`src/rtl/prog_loader_pkg.sv`:
```
// Shared types and limits for the program loader that boots risc_cpu from a byte stream.
package prog_loader_pkg;

  localparam int MEM_DEPTH = 32;
  localparam int MAX_LEN   = 32;

  typedef enum logic [2:0] {
    S_IDLE,
    S_LEN,
    S_DATA,
    S_CSUM,
    S_RUN,
    S_ERR
  } state_t;

  // A frame length is usable only if it is non-empty and fits the CPU memory.
  function automatic logic len_ok(input int unsigned len);
    return (len >= 1) && (len <= MAX_LEN) && (len <= MEM_DEPTH);
  endfunction

endpackage

```
`src/rtl/prog_loader_timeout.sv`:
```
// Idle-cycle watchdog: counts enabled cycles since the last clear and flags the TIMEOUT-th one.
module loader_timeout #(
  parameter int TIMEOUT = 1024
) (
  input  logic clk,
  input  logic rst_n,
  input  logic clear,
  input  logic enable,
  output logic expire
);

  localparam int CW = $clog2(TIMEOUT + 1);

  logic [CW-1:0] count;

  // Expire fires on the idle cycle that would bring the count to TIMEOUT.
  assign expire = enable && (count == CW'(TIMEOUT - 1));

  always_ff @(posedge clk or negedge rst_n) begin
    if (!rst_n) begin
      count <= '0;
    end else if (clear) begin
      count <= '0;
    end else if (enable && !expire) begin
      count <= count + 1'b1;
    end
  end

endmodule

```
`src/rtl/prog_loader.sv`:
```
// Receives a LEN/DATA/CSUM framed program, writes it into risc_cpu memory and
// releases the CPU from reset only once the checksum matches.
module prog_loader
  import prog_loader_pkg::*;
#(
  parameter int ADDR_W  = 5,
  parameter int DATA_W  = 8,
  parameter int TIMEOUT = 1024
) (
  input  logic              clk,
  input  logic              rst_n,
  input  logic              start,
  input  logic              s_valid,
  input  logic [DATA_W-1:0] s_data,
  output logic              s_ready,
  output logic              mem_wr,
  output logic [ADDR_W-1:0] mem_addr,
  output logic [DATA_W-1:0] mem_wdata,
  output logic              cpu_rst,
  output logic              busy,
  output logic              done,
  output logic              err
);

  state_t            state;
  logic [ADDR_W:0]   len_q;
  logic [ADDR_W-1:0] idx;
  logic [DATA_W-1:0] sum;
  logic              accept;
  logic              start_ok;
  logic              last_byte;
  logic              tmo_clear;
  logic              tmo_en;
  logic              tmo_expire;

  assign accept    = s_valid && s_ready;
  assign start_ok  = start && (state == S_IDLE || state == S_RUN || state == S_ERR);
  assign last_byte = (idx == ADDR_W'(len_q - 1'b1));
  assign tmo_clear = accept || start_ok;
  assign tmo_en    = s_ready && !accept;
  assign busy      = s_ready;

  loader_timeout #(
    .TIMEOUT(TIMEOUT)
  ) u_timeout (
    .clk   (clk),
    .rst_n (rst_n),
    .clear (tmo_clear),
    .enable(tmo_en),
    .expire(tmo_expire)
  );

  // s_ready is kept in step with the state so it is high exactly in LEN/DATA/CSUM.
  always_ff @(posedge clk or negedge rst_n) begin
    if (!rst_n) begin
      state     <= S_IDLE;
      len_q     <= '0;
      idx       <= '0;
      sum       <= '0;
      s_ready   <= 1'b0;
      mem_wr    <= 1'b0;
      mem_addr  <= '0;
      mem_wdata <= '0;
      cpu_rst   <= 1'b1;
      done      <= 1'b0;
      err       <= 1'b0;
    end else begin
      mem_wr <= 1'b0;
      done   <= 1'b0;
      case (state)
        S_IDLE, S_RUN, S_ERR: begin
          if (start) begin
            state   <= S_LEN;
            cpu_rst <= 1'b1;
            err     <= 1'b0;
            sum     <= '0;
            idx     <= '0;
            s_ready <= 1'b1;
          end
        end
        S_LEN: begin
          if (accept) begin
            if (len_ok(32'(s_data))) begin
              len_q <= s_data[ADDR_W:0];
              state <= S_DATA;
            end else begin
              state   <= S_ERR;
              err     <= 1'b1;
              s_ready <= 1'b0;
            end
          end
        end
        S_DATA: begin
          if (accept) begin
            mem_wr    <= 1'b1;
            mem_addr  <= idx;
            mem_wdata <= s_data;
            sum       <= sum + s_data;
            idx       <= idx + 1'b1;
            if (last_byte) begin
              state <= S_CSUM;
            end
          end
        end
        S_CSUM: begin
          if (accept) begin
            s_ready <= 1'b0;
            if (s_data == sum) begin
              state   <= S_RUN;
              done    <= 1'b1;
              cpu_rst <= 1'b0;
            end else begin
              state <= S_ERR;
              err   <= 1'b1;
            end
          end
        end
        default: begin
          state   <= S_IDLE;
          s_ready <= 1'b0;
        end
      endcase
      // Expiry only happens on a cycle with no accepted byte, so it safely overrides the case.
      if (tmo_expire) begin
        state   <= S_ERR;
        err     <= 1'b1;
        s_ready <= 1'b0;
      end
    end
  end

endmodule

```
`config.mk`:
```
export PLATFORM = sky130hd
export DESIGN_NAME = prog_loader
export DESIGN_NICKNAME = d
export VERILOG_FILES = /design/src/rtl/prog_loader_pkg.sv /design/src/rtl/prog_loader_timeout.sv /design/src/rtl/prog_loader.sv
export SDC_FILE = /design/constraint.sdc
export NUM_CORES = 1
export LEC_CHECK = 0
export CAP_MARGIN = 20
export CORE_ASPECT_RATIO = 0.8
export CORE_MARGIN = 2
export CORE_UTILIZATION = 50
export CTS_CLUSTER_SIZE = 30
export DETAILED_ROUTE_END_ITERATION = 16
export GPL_TIMING_DRIVEN = 0
export PLACE_DENSITY = 0.84
export SLEW_MARGIN = 10
export SYNTH_ARGS = -nofsm -noshare
export SYNTH_HDL_FRONTEND = slang
export SYNTH_SLANG_ARGS = --single-unit
```
`constraint.sdc`:
```
create_clock -name clk -period 2.07 [get_ports clk]
set_input_delay 0.414 -clock clk [delete_from_list [all_inputs] [get_ports clk]]
set_output_delay 0.414 -clock clk [all_outputs]
set_load 0.01 [all_outputs]
```
==> reports/summary.md, run 1 <==
- **result of the run** finished, final reports clean
- **Hold Vio Cnt, Final** 0
- **power consumption** 0.00310 W
- **# clock sinks** 50
- **detailed-placement wirelength estimate** 4430 microns
- **count of non-filler cells in the finished layout** 382
- **worst r2r path cells** 6
- **Yosys cell types** 51
- **die height** 69.5 microns
- **placer's final routability congestion estimate** 0.891
- **number of vias per cell** 5.92
- **number of clock buffers inserted by TritonCTS** 5
- **slowest cell delay on critical path** 0.51 ns
- **final number of setup-violating endpoints** 0
- **Setup CP Type** input pin to register
- **measured slew at the worst slew-check pin** 0.510 ns
- **number of buffer and inverter stages on the critical path** 1
- **power density over cell area** 959 mW/mm^2
- **startpoint of the worst-slack reg-to-reg timing path** state[0]$_DFFE_PN0P_
- **max capacitance violation total** 0
- **DIE WIDTH** 85.9 microns
- **Wirelength per Cell** 16.6 microns
- **Post-synth EDFFs** 0
- **relative contribution of the clock network to total power** 0.189
- **die area** 0.00597 sq mm
- **crit-path cells** clkdlybuf4s50_1 > or3_4 > a2111oi_1 > or3_1 > o21bai_1 > a31o_1
- **Worst-Skew Late Latency** 0.31 ns
- **post-route design area** 0.00324 sq mm
- **Switch Pwr** 0.00113 W
- **largest buffer count on any clock path** 2
- **net switching share of the total power** 0.363
- **combined area of the multi-input logic cells** 0.00140 sq mm
- **Rows** 23
- **share of async-settable or async-resettable flops after synthesis** 1.00
- **register bit count reported by yosys** 50
- **largest net degree at the start of global routing** 35
- **Post-Synthesis Cell Area** 0.00268 sq mm
- **Antenna diodes** 0
- **nets** 342
- **global-route wire length before repair** 10600 microns
- **reg-to-reg endpoint** sum[6]$_DFFE_PN0P_
- **final worst clock skew** 0.0110 ns
- **f_max** 489 MHz
- **clock period minus final worst setup slack** 2.04 ns
- **slowest stage cell, crit path** sky130_fd_sc_hd__clkdlybuf4s50_1
- **synthesis warning total** 0
- **count of vias placed by the detailed router** 2261
- **worst hold path type** input pin to asynchronous set/reset pin
- **sequential cell area in the final layout** 0.00126 sq mm
- **delay-heaviest family, CP** compound AO/OA/AOI/OAI gates
- **headroom to the max-slew limit** 0.651
- **buffer type at the clock tree root** sky130_fd_sc_hd__clkbuf_8
- **effective utilization at floorplan** 0.527
- **violation count after the first detailed-routing iteration** 199
- **arrival time of data at the critical path endpoint** 2.29 ns
- **first-pass iteration count of the detailed router** 5
- **leakage dissipation** 1.52 nW
- **placement-stage cell area** 0.00308 sq mm
- **global route total overflow** 0
- **CTS tree** done
- **combined global-route utilization of all metal layers** 0.223
- **total core area** 0.00509 sq mm
- **layout overhead on the synthesized area** 20.6%
- **Gate Count Post-Synth** 277
- **via count of the first global-routing pass** 2228
- **share of the core filled with cells** 0.635
- **number of I/O port buffers** 30
- **clock-pin slew on the worst setup and hold paths** 0.10 ns
- **antenna violations before repair** 0
- **Period Utilization, post-route** 0.987
- **Setup crit start kind** input pin
- **quantity of hold-fixing buffers added after cts** 0
- **DRC violations left** 0
- **share of post-route cells with drive strength above 1** 0.113
- **instance count after placement with tap cells included** 370
- **Net Count, Synth** 300
- **critical path required time** 2.31 ns
- **Critical Path End Type** register
- **register-to-register setup slack** 0.07 ns
- **Fillers** 420
- **Post-Route WL** 6330 microns
- **portion of total power attributed to combinational logic** 0.373
- **maximum resistive drop on vdd** 0.000531 V
- **register area share after synthesis** 0.467
- **Top Ports** 31
- **mean instance size in the synthesized netlist** 9.69 sq um
- **sequential fraction of design power** 0.438
- **number of pins exceeding their max-slew limit in the final report** 0
- **remaining number of nets flagged by the antenna check after routing** 0
- **most common flop cell mapped by yosys** sky130_fd_sc_hd__dfrtp_1
- **design internal power** 0.00198 W
- **maximum fanout count along the critical path** 5
- **number of levels in the clock H-tree** 2
## power by group through the flow
stage                     registers (W)  clock network, W  logic (W)
final                           0.00136          0.000586    0.00116
after global routing            0.00138          0.000629    0.00127
after CTS                       0.00134          0.000595    0.00112
after detailed placement        0.00136                 0    0.00110
after global placement          0.00135                 0    0.00103
after floorplan                 0.00136                 0   0.000643
## worst reg2reg max path: cells and delay by family, from the launching register on
kind                   cells  cell delay, ns
AND/OR/NAND/NOR            4            0.98
flip-flops                 1            0.47
AO/OA/AOI/OAI              1            0.28
buffers and inverters      1            0.15
## Yosys cell counts, drive strengths merged (2+ instances only)
master,instances,area share
nor4b,2,0.0065
dfrtp,49,0.46
nand3,11,0.021
and3,5,0.012
nand4b,2,0.0065
xor2,10,0.033
and4b,2,0.0075
a41oi,2,0.0065
buf,3,0.0089
xnor2,12,0.039
nor2,15,0.021
nand2,57,0.080
ha,10,0.047
a21oi,8,0.015
nor3,2,0.0037
nor4,6,0.020
o21ai,13,0.024
o211ai,2,0.0056
a31o,3,0.0098
nor3b,2,0.0056
mux2,4,0.017
clkbuf,6,0.0084
o21bai,3,0.0084
nand4,5,0.012
and3b,2,0.0065
or2,3,0.0079
a211oi,2,0.0056
inv,6,0.0084
mux2i,3,0.011
nand3b,2,0.0056
nand2b,5,0.012
a21o,5,0.014
a2111oi,2,0.0065
or3,2,0.0047
## layout by cell type, fill, tap and decap left out, types with 4 or more instances in the layout
master                            instances
sky130_fd_sc_hd__nor4_1                   4
sky130_fd_sc_hd__clkbuf_8                 5
sky130_fd_sc_hd__nand2_1                 57
sky130_fd_sc_hd__clkdlybuf4s50_1         26
sky130_fd_sc_hd__and3_1                   4
sky130_fd_sc_hd__a21o_1                   5
sky130_fd_sc_hd__nand4_1                  5
sky130_fd_sc_hd__a21oi_1                  8
sky130_fd_sc_hd__o21ai_0                 13
sky130_fd_sc_hd__nor2_1                  15
sky130_fd_sc_hd__buf_4                    5
sky130_fd_sc_hd__nand3_1                 11
sky130_fd_sc_hd__clkbuf_1                 5
sky130_fd_sc_hd__mux2_2                   4
sky130_fd_sc_hd__nand2b_1                 5
sky130_fd_sc_hd__xor2_1                  10
sky130_fd_sc_hd__inv_1                    6
sky130_fd_sc_hd__ha_1                     9
sky130_fd_sc_hd__dfrtp_1                 46
sky130_fd_sc_hd__xnor2_1                 12
## what timing repair did
item	4_1_cts	5_1_grt
setup endpoints to repair	14	15
pin swaps	1	0
gates cloned	0	0
gates resized for setup	4	14
buffers inserted	3	1
## area by class of cell
class,count,share of cell area
tap,62,0.0240
buffer,9,0.0151
timing repair buffer,35,0.108
inverter,6,0.00696
sequential,50,0.388
clock buffer,6,0.0224
clock inverter,2,0.00425
multi-input combinational,212,0.431
## registers in the layout (all words and copies together), names as in the netlist
register and cells:
busy 1, cpu_rst 1, done 1, err 1, idx 5, len_q 5, mem_addr 5, mem_wdata 8
mem_wr 1, state 3, sum 8, u_timeout.count 11
## cell families after synthesis
family / after synthesis / synth area share
AO/OA/AOI/OAI: 44 / 0.108
XOR/XNOR: 22 / 0.0718
adder cells (fa/ha/maj): 11 / 0.0541
buffers and inverters: 15 / 0.0256
flip-flops: 50 / 0.467
multiplexers: 7 / 0.0280
AND/OR/NAND/NOR: 128 / 0.246
## per-layer routing
layer  vias to the layer above  routed length (microns)  track usage
met2                        87                     3040        0.345
li1                       1068                        -            -
met4                         0                       95       0.0653
met5                         -                        0            0
met3                        11                      414       0.0440
met1                      1095                     2780        0.317
## per-stage QoR
stage / hold WS [ns] / setup TNS [ns] / setup slack (ns)
after CTS: 0.0311 / 0 / 0.00438
after global placement: 0.460 / -47.55 / -0.817
final: 0.0224 / 0 / 0.0268
after floorplan: 0.118 / 0 / 0.229
after detailed placement: 0.368 / -8.26 / -0.553
after global routing: 0.0410 / -0.0152 / -0.0152
## worst max-delay path by stage
| stage | from | to | slack (ns) | cells past startpoint |
|---|---|---|---|---|
| 3_3_place_gp | rst_n | u_timeout.count[4]$_DFFE_PN0P_ | -0.82 | 1 |
| 3_5_place_dp | s_data[1] | len_q[2]$_DFFE_PN0P_ | -0.55 | 6 |
| 2_1_floorplan | s_data[0] | sum[6]$_DFFE_PN0P_ | 0.23 | 7 |
| 4_1_cts | s_data[1] | state[1]$_DFFE_PN0P_ | 0.004 | 6 |
| 5_1_grt | s_data[7] | state[1]$_DFFE_PN0P_ | -0.02 | 6 |
| 6_report | s_data[7] | state[1]$_DFFE_PN0P_ | 0.03 | 6 |
Note: power is estimated with default switching activity, not from simulation.
==> run 2, diff against run 1 <==
--- a/config.mk
+++ b/config.mk
@@ -6,7 +6,6 @@
 export NUM_CORES = 1
 export LEC_CHECK = 0
 export CAP_MARGIN = 20
-export CORE_ASPECT_RATIO = 0.8
 export CORE_MARGIN = 2
 export CORE_UTILIZATION = 50
 export CTS_CLUSTER_SIZE = 30
==> run 2 against run 1 <==
First-iteration DRC count decreased by 31%. Sequential share of layout area decreased by 0.34 points. Core utilization decreased by 0.21 points. Clock power increased by 24%. Combinational power decreased by 6%. Largest power group unchanged. Highest routed layer unchanged. Global-route usage decreased by 1.7 points. Critical path depth unchanged. Non-clock buffer count decreased by 2. Fmax increased by 3.2%. Die area about the same.
==> reports/summary.md, run 2 (same netlist as run 1, synthesis figures left out) <==
- **slowest cell delay on critical path** 0.46 ns, -0.05 ns
- **quantity of hold-fixing buffers added after cts** 0, unchanged
- **delay-heaviest family, CP** simple AND/OR/NAND/NOR gates
- **violation count after the first detailed-routing iteration** 137, -31%
- **die height** 77.3 microns, +11%
- **slowest stage cell, crit path** sky130_fd_sc_hd__dfrtp_1
- **Antenna diodes** 0, unchanged
- **DRC violations left** 0, unchanged
- **maximum resistive drop on vdd** 0.000549 V, +3.3%
- **f_max** 505 MHz, +3.2%
- **global route total overflow** 0, unchanged
- **DIE WIDTH** 77.3 microns, -10%
- **Top Ports** 31, unchanged
- **Setup crit start kind** register
- **Wirelength per Cell** 14.6 microns, -12%
- **detailed-placement wirelength estimate** 4260 microns, -3.9%
- **number of pins exceeding their max-slew limit in the final report** 0, unchanged
- **antenna violations before repair** 0, unchanged
- **number of flip-flops in the largest register** 11, unchanged
- **buffer type at the clock tree root** sky130_fd_sc_hd__clkbuf_8
- **number of levels in the clock H-tree** 2, unchanged
- **max capacitance violation total** 0, unchanged
- **measured slew at the worst slew-check pin** 0.555 ns, +0.0446 ns
- **first-pass iteration count of the detailed router** 4, -1
- **power consumption** 0.00315 W, +1.5%
- **share of post-route cells with drive strength above 1** 0.0943, -0.0182
- **# clock sinks** 50, unchanged
- **Post-Route WL** 5660 microns, -11%
- **nets** 340, -0.58%
- **layout overhead on the synthesized area** 21.3%
- **placer's final routability congestion estimate** 0.870, -2.4%
- **global-route wire length before repair** 9960 microns, -6.1%
- **number of vias per cell** 5.72, -3.3%
- **result of the run** finished, final reports clean
- **headroom to the max-slew limit** 0.621, -0.0305
- **largest buffer count on any clock path** 2, unchanged
- **Rows** 26, +13%
- **top library cells by usage in the layout, fill and taps aside** sky130_fd_sc_hd__nand2_1 (57), sky130_fd_sc_hd__dfrtp_1 (49), sky130_fd_sc_hd__clkdlybuf4s50_1 (25), sky130_fd_sc_hd__nor2_1 (15), sky130_fd_sc_hd__o21ai_0 (13)
- **number of I/O port buffers** 30, unchanged
- **Critical Path End Type** register
- **die area** 0.00597 sq mm, about the same
- **crit-path cells** or3b_1 > or2_4 > inv_1 > clkbuf_2 > nand4b_1 > nand3_1
- **number of buffer and inverter stages on the critical path** 2, +1
- **remaining number of nets flagged by the antenna check after routing** 0, unchanged
- **combined global-route utilization of all metal layers** 0.205, -0.0175
- **critical path required time** 2.32 ns, about the same
- **top flop regs** u_timeout.count (11), mem_wdata (8), sum (8)
- **largest net degree at the start of global routing** 31, -11%
- **Setup CP Type** register to register
- **worst hold path type** input pin to asynchronous set/reset pin
- **via count of the first global-routing pass** 2173, -2.5%
- **count of vias placed by the detailed router** 2220, -1.8%
- **clock-pin slew on the worst setup and hold paths** 0.10 ns, about the same
- **register name with the most flops** u_timeout.count
- **total core area** 0.00514 sq mm, +0.91%
- **share of the core filled with cells** 0.633, -0.00207
- **number of clock buffers inserted by TritonCTS** 5, unchanged
- **final number of setup-violating endpoints** 0, unchanged
- **power density over cell area** 968 mW/mm^2, +0.93%
- **Hold Vio Cnt, Final** 0, unchanged
- **Worst-Skew Late Latency** 0.31 ns, about the same
- **effective utilization at floorplan** 0.522, -0.00475
- **leakage dissipation** 1.52 nW, about the same
- **most common library cell in the layout ignoring fill and taps** sky130_fd_sc_hd__nand2_1
- **clock period minus final worst setup slack** 1.98 ns, -0.0629 ns
- **Period Utilization, post-route** 0.957, -0.0304
- **maximum fanout count along the critical path** 10, +5
- **final worst clock skew** 0.00676 ns, -0.00428 ns
- **CTS tree** done
- **arrival time of data at the critical path endpoint** 2.23 ns, -0.06 ns
==> run 2: through the flow <==
stage | instances | hold slack (ns) | area [sq um] | TNS (ns) | worst slack [ns]
after global routing | 388 | 0.0977 | 3260 | -0.0175 | -0.00755
after floorplan | 277 | 0.118 | 2680 | 0 | 0.229
after global placement | 377 | 0.459 | 3070 | -46.75 | -0.814
after CTS | 387 | 0.0651 | 3220 | 0 | 0.00890
final | 388 | 0.0540 | 3260 | 0 | 0.0897
after detailed placement | 378 | 0.404 | 3090 | -7.52 | -0.546
==> run 2: worst reg2reg max path, delay by kind of cell (launching register included) <==
family,cells,cell delay [ns]
buf+inv,2,0.51
flops,1,0.46
simple gates,4,0.96
==> run 2: per-layer routing <==
layer | up-vias | share of wire | global-route usage
met2 | 41 | 0.48 | 0.343
met3 | 5 | 0.036 | 0.0318
met1 | 1114 | 0.47 | 0.272
li1 | 1060 | - | -
met4 | 0 | 0.012 | 0.0679
met5 | - | 0 | 0
==> run 2: area by class of cell <==
cell class	count	area, sq um
repair buffers	33	333
flip-flops and latches	50	1250
plain buffers	9	47.5
clock inverters	3	48.8
clock buffers	5	68.8
well taps	70	87.6
fillers	430	1880
multi-input cells	212	1400
inverters	6	22.5
==> run 2: path summary, 6_finish.rpt <==
| path | slack [ns] | cells after the start | startpoint | endpoint |
|---|---|---|---|---|
| min in group clk | 0.47 | 3 | s_data[2] | mem_wdata[2]$_DFFE_PN0P_ |
| hold reg to reg | 0.49 | 2 | mem_addr[0]$_DFFE_PN0P_ | mem_addr[0]$_DFFE_PN0P_ |
| setup / recovery | 0.09 | 6 | state[0]$_DFFE_PN0P_ | sum[6]$_DFFE_PN0P_ |
| hold / removal | 0.05 | 1 | rst_n | sum[4]$_DFFE_PN0P_ |
| max in group asynchronous | 1.49 | 2 | rst_n | sum[1]$_DFFE_PN0P_ |
| setup reg to reg | 0.09 | 6 | state[0]$_DFFE_PN0P_ | sum[6]$_DFFE_PN0P_ |
==> run 2: power breakdown <==
| group | internal [W] | leakage (nW) | switching, W |
|---|---|---|---|
| Clock | 0.000369 | 0.0563 | 0.000357 |
| Sequential | 0.00117 | 0.673 | 0.000171 |
| Combinational | 0.000545 | 0.789 | 0.000544 |
==> run 2: timing repair <==
action | CTS | global route
pin swaps | 1 | 1
setup endpoints to repair | 9 | 10
setup buffers | 1 | 1
gates resized for setup | 5 | 7
==> run 3, diff against run 2 <==
--- a/config.mk
+++ b/config.mk
@@ -5,7 +5,7 @@
 export SDC_FILE = /design/constraint.sdc
 export NUM_CORES = 1
 export LEC_CHECK = 0
-export CAP_MARGIN = 20
+export CAP_MARGIN = 0
 export CORE_MARGIN = 2
 export CORE_UTILIZATION = 50
 export CTS_CLUSTER_SIZE = 30
==> results of run 3 <==
Same layout as run 2: the final DEF is identical, and so are final timing and power.
